===== src/rtl/fetch_sequencer.sv =====
// Instruction fetch stage: PC, variable-latency program-memory read, valid/ready hand-off to the decoder.
// Optional retired-instruction counter when FETCH_PERF_CNT_EN is defined.
module fetch_sequencer #(
    parameter int unsigned        ADDR_W   = 16,
    parameter logic [ADDR_W-1:0]  RESET_PC = '0,
    parameter int unsigned        MAX_WAIT = 15,
    parameter logic [15:0]        NOP_WORD = 16'h1700
) (
    input  logic              clk,
    input  logic              reset,
    input  logic              run,
    output logic [ADDR_W-1:0] mem_addr,
    output logic              mem_rd,
    input  logic [15:0]       mem_rdata,
    input  logic              mem_valid,
    output logic [15:0]       instr,
    output logic              instr_valid,
    input  logic              instr_ready,
    input  logic              pc_load,
    input  logic [ADDR_W-1:0] pc_target,
    output logic              fault
`ifdef FETCH_PERF_CNT_EN
    ,
    output logic [15:0]       retired_cnt
`endif
);

    localparam int unsigned         WAIT_W    = $clog2(MAX_WAIT + 1);
    localparam logic [WAIT_W-1:0]   WAIT_LAST = WAIT_W'(MAX_WAIT - 1);

    typedef enum logic [1:0] {
        S_IDLE,
        S_REQ,
        S_WAIT,
        S_HOLD
    } state_t;

    state_t              state_reg;
    logic [ADDR_W-1:0]   pc_reg;
    logic [WAIT_W-1:0]   wait_cnt_reg;
    logic [15:0]         instr_reg;
    logic                instr_valid_reg;
    logic                mem_rd_reg;
    logic                fault_reg;

    always_ff @(posedge clk) begin
        if (!reset) begin
            state_reg       <= S_IDLE;
            pc_reg          <= RESET_PC;
            wait_cnt_reg    <= '0;
            instr_reg       <= NOP_WORD;
            instr_valid_reg <= 1'b0;
            mem_rd_reg      <= 1'b0;
            fault_reg       <= 1'b0;
        end else begin
            case (state_reg)
                S_IDLE: begin
                    // A redirect while parked only moves the PC; fetching resumes on a later cycle.
                    if (pc_load) begin
                        pc_reg <= pc_target;
                    end else if (run && !fault_reg) begin
                        state_reg  <= S_REQ;
                        mem_rd_reg <= 1'b1;
                    end
                end

                S_REQ: begin
                    mem_rd_reg   <= 1'b1;
                    wait_cnt_reg <= '0;
                    if (pc_load) begin
                        pc_reg <= pc_target;
                    end else begin
                        state_reg <= S_WAIT;
                    end
                end

                S_WAIT: begin
                    if (pc_load) begin
                        // Abandon the read; any data returning this cycle belongs to the old PC.
                        pc_reg     <= pc_target;
                        state_reg  <= S_REQ;
                        mem_rd_reg <= 1'b1;
                    end else if (mem_valid) begin
                        instr_reg       <= mem_rdata;
                        instr_valid_reg <= 1'b1;
                        mem_rd_reg      <= 1'b0;
                        state_reg       <= S_HOLD;
                    end else if (wait_cnt_reg == WAIT_LAST) begin
                        fault_reg    <= 1'b1;
                        mem_rd_reg   <= 1'b0;
                        wait_cnt_reg <= wait_cnt_reg + 1'b1;
                        state_reg    <= S_IDLE;
                    end else begin
                        wait_cnt_reg <= wait_cnt_reg + 1'b1;
                    end
                end

                S_HOLD: begin
                    if (pc_load || instr_ready) begin
                        instr_valid_reg <= 1'b0;
                        instr_reg       <= NOP_WORD;
                        pc_reg          <= pc_load ? pc_target : pc_reg + 1'b1;
                        if (pc_load || run) begin
                            state_reg  <= S_REQ;
                            mem_rd_reg <= 1'b1;
                        end else begin
                            state_reg  <= S_IDLE;
                            mem_rd_reg <= 1'b0;
                        end
                    end
                end

                default: begin
                    state_reg       <= S_IDLE;
                    instr_reg       <= NOP_WORD;
                    instr_valid_reg <= 1'b0;
                    mem_rd_reg      <= 1'b0;
                end
            endcase
        end
    end

`ifdef FETCH_PERF_CNT_EN
    logic [15:0] retired_cnt_reg;

    // A word retires on every accepted hand-off, including one that coincides with a redirect.
    always_ff @(posedge clk) begin
        if (!reset) begin
            retired_cnt_reg <= '0;
        end else if (instr_valid_reg && instr_ready && (retired_cnt_reg != 16'hFFFF)) begin
            retired_cnt_reg <= retired_cnt_reg + 16'd1;
        end
    end

    assign retired_cnt = retired_cnt_reg;
`endif

    assign mem_addr    = pc_reg;
    assign mem_rd      = mem_rd_reg;
    assign instr       = instr_reg;
    assign instr_valid = instr_valid_reg;
    assign fault       = fault_reg;

endmodule


===== config.mk =====
export PLATFORM = sky130hd
export DESIGN_NAME = fetch_sequencer
export DESIGN_NICKNAME = d
export VERILOG_FILES = /design/src/rtl/fetch_sequencer.sv
export SDC_FILE = /design/constraint.sdc
export NUM_CORES = 1
export LEC_CHECK = 0
export CAP_MARGIN = 20
export CORE_AREA = 2 2 69 71
export CTS_BUF_LIST = sky130_fd_sc_hd__clkbuf_4
export DETAILED_ROUTE_END_ITERATION = 10
export DIE_AREA = 0 0 71 73
export MAX_ROUTING_LAYER = met4
export PLACE_DENSITY = 0.91
export SLEW_MARGIN = 20
export SYNTH_ARGS = -nofsm -noshare
export SYNTH_HDL_FRONTEND = slang
export SYNTH_SLANG_ARGS = --single-unit

===== constraint.sdc =====
create_clock -name clk -period 1.9 [get_ports clk]
set_input_delay 0.285 -clock clk [delete_from_list [all_inputs] [get_ports clk]]
set_output_delay 0.285 -clock clk [all_outputs]
set_load 0.02 [all_outputs]

==> impl_metrics.csv <==
group,metric,value,unit
outcome,outcome,"finished clean",
setup_path,path_buf_inv,1,
clock_network,path_clk_slew,0.14,ns
timing,period_share,94.2,%
synthesis,synth_top_cell_by_area,"dfxtp_1",
clock_network,cts-root-buf,"clkbuf_4",
synthesis,synth_area,0.00199,sq mm
global_routing,antenna_found_initial,0,
detailed_routing,drt_wl_total,5280,microns
setup_path,critPathKind,"register to output pin",
setup_path,cpMaxStageDelayCell,"clkdlybuf4s50_1",
die,rows,25,
power_and_ir_drop,irDropWorstVdd,0.000384,V
clock_network,cts_tree,"built",
timing,fin_ws,0.110,ns
setup_path,cp.arrival,1.50,ns
clock_network,cts_setup_buffers,0,
detailed_routing,ant_nets,0,
detailed_routing,drcViolationCount,0,
timing,tns,0,ns
timing,slew_headroom,67.6,%
die,boundaryPins,73,
synthesis,syn_inst,234,
synthesis,yosysTopAreaCellShare,41.2,%
clock_network,ctsHoldBuffers,0,
power_and_ir_drop,power_density,642,mW/mm^2
run,max-cap-violations,0,
place,dpl.hpwl,3910,microns
place,io_buffer_count,72,
clock_network,ctsResizeCount,0,
die,start_util,43.9,%
die,core_area,0.00454,sq mm
synthesis,seq_area_frac_synth,41.2,%
global_routing,grt_max_degree,22,
global_routing,grt_use_total,20.8,%
synthesis,synth_cell_types,50,
die,dieArea,0.00518,sq mm
timing,final-max-slew-violation-count,0,
global_routing,first_global_vias,1910,
setup_path,path_delay_family,"buffers and inverters",
worst_hold_path,hold_path_class,"register to register",
setup_path,worstSetupEndpointType,"output pin",
place,dp_cells,357,
detailed_routing,vias,2089,
setup_path,cp_cell_sequence,"clkdlybuf4s50_1",
layout,antenna_cells,0,
layout,fin_cells,365,
synthesis,yosys_register_bits,41,
layout,nets,351,
layout,drive_gt1_share,9.32,%
setup_path,setup.worst_path.start_class,"register",
power_and_ir_drop,p_leak,1.04,nW
detailed_routing,drt_iter0_drc,181,
clock_network,clock_latency,0.36,ns
setup_path,cp_data_required_time,1.62,ns
detailed_routing,viasPerCell,5.72,
synthesis,avgSynthCellArea,8.52,sq um
synthesis,synthTopCellsByArea,"dfxtp_1 (41%), nor2_1 (5.1%), a22oi_1 (4.5%)",
place,gp_congestion,0.818,
synthesis,syn-num-nets,275,
detailed_routing,first_pass_iters,5,
die,die_w,71,microns
timing,period_needed,1.79,ns
synthesis,synthFlopType,"dfxtp_1",
detailed_routing,wl_per_cell,14.5,microns
global_routing,grt_pass1_wl,8430,microns
layout,synthToLayoutAreaGrowth,44.8,%
layout,nFillCells,371,
place,dp_slack,-0.0585,ns
synthesis,synthTopCellsByCount,"dfxtp_1 (41), nor2_1 (27), nand2_1 (17)",
synthesis,yosysMostFrequentCell,"dfxtp_1",
synthesis,async_flop_share,0,%
synthesis,synth_edf_count,0,
timing,max_freq,559,MHz
setup_path,slowest_delay,0.66,ns
clock_network,cts.path.max_buffers,2,
clock_network,cts-buffers-inserted,5,
timing,rsz0062_at_grt,"no",
timing,skew,0.0126,ns
timing,hold_slack,0.493,ns
clock_network,cts.sinks,41,
timing,final_hold_viol_count,0,
setup_path,cp_max_fo,7,
synthesis,yosys_warnings,0,
global_routing,grt_overflow_total,0,
timing,worst_pin_slew,0.486,ns
timing,setup_violations,0,
die,die_h,73,microns
clock_network,htreeDepth,2,
placed cells by master, fill, tap and decap left out, types with 4 or more instances in the layout:
cell type / netlist / final
nand3_1: 8 / 8
clkdlybuf4s50_1: 0 / 72
inv_1: 5 / 5
and3_1: 5 / 5
nor3_1: 4 / 4
nor2_1: 27 / 27
nand2_1: 17 / 17
xnor2_1: 5 / 5
clkbuf_4: 0 / 5
nand2b_1: 4 / 4
a21oi_1: 14 / 14
nor3b_1: 4 / 4
nand4_1: 4 / 4
buf_4: 1 / 13
o22ai_1: 6 / 6
o21ai_1: 4 / 4
dfxtp_1: 41 / 41
a22oi_1: 12 / 12
o21ai_0: 11 / 11
a31oi_1: 4 / 4
cell families (layout without fill, tap and decap cells):
family / Yosys count / in the layout / share of synthesized area [%]
simple gates: 91 / 91 / 25.2
compound gates: 67 / 67 / 22.2
flops: 41 / 41 / 41.2
buf+inv: 22 / 99 / 5.02
xor+xnor: 8 / 8 / 3.52
fa+ha+maj: 3 / 3 / 1.88
mux: 2 / 2 / 1.00
per-stage QoR:
stage               util, %  instance area (sq um)  power (mW)
floorplan                 -                   1990        1.11
finish                 63.6                   2890        1.85
detailed placement     61.8                   2800        1.28
global placement       61.8                   2800        1.27
CTS                    63.6                   2890        1.85
global route           63.6                   2890        1.93
path summary, 6_finish.rpt:
check | startpoint | to | slack, ns | cells past startpoint
setup / recovery | mem_addr[2] | mem_addr[2] | 0.11 | 1
hold / removal | instr[8] | instr[8] | 0.49 | 2
setup reg to reg | state_reg[1] | mem_addr[10] | 0.22 | 5
hold reg to reg | instr[8] | instr[8] | 0.49 | 2
cell type report:
| cell class | instances | area, sq um | area share (%) |
|---|---|---|---|
| Inverter | 6 | 22.5 | 0.781 |
| Clock inverter | 3 | 46.3 | 1.60 |
| Tap cell | 54 | 67.6 | 2.34 |
| Clock buffer | 5 | 37.5 | 1.30 |
| Timing Repair Buffer | 85 | 818 | 28.4 |
| Sequential cell | 41 | 821 | 28.4 |
| Multi-Input combinational cell | 171 | 1070 | 37.2 |
metal layers:
metal  GRT usage, %  vias up  share of wire (%)
met2           35.1       77                 50
met5              -        -                  0
met3           5.39       10                6.6
li1               -     1013                  -
met4           8.18        0                2.1
met1           23.7      989                 41
power breakdown:
| part | total, mW | switching (mW) | internal, mW |
|---|---|---|---|
| Combinational | 0.327 | 0.149 | 0.178 |
| Clock | 0.590 | 0.311 | 0.279 |
| Sequential | 0.935 | 0.0424 | 0.893 |
Power figures use the tool's default switching activity.
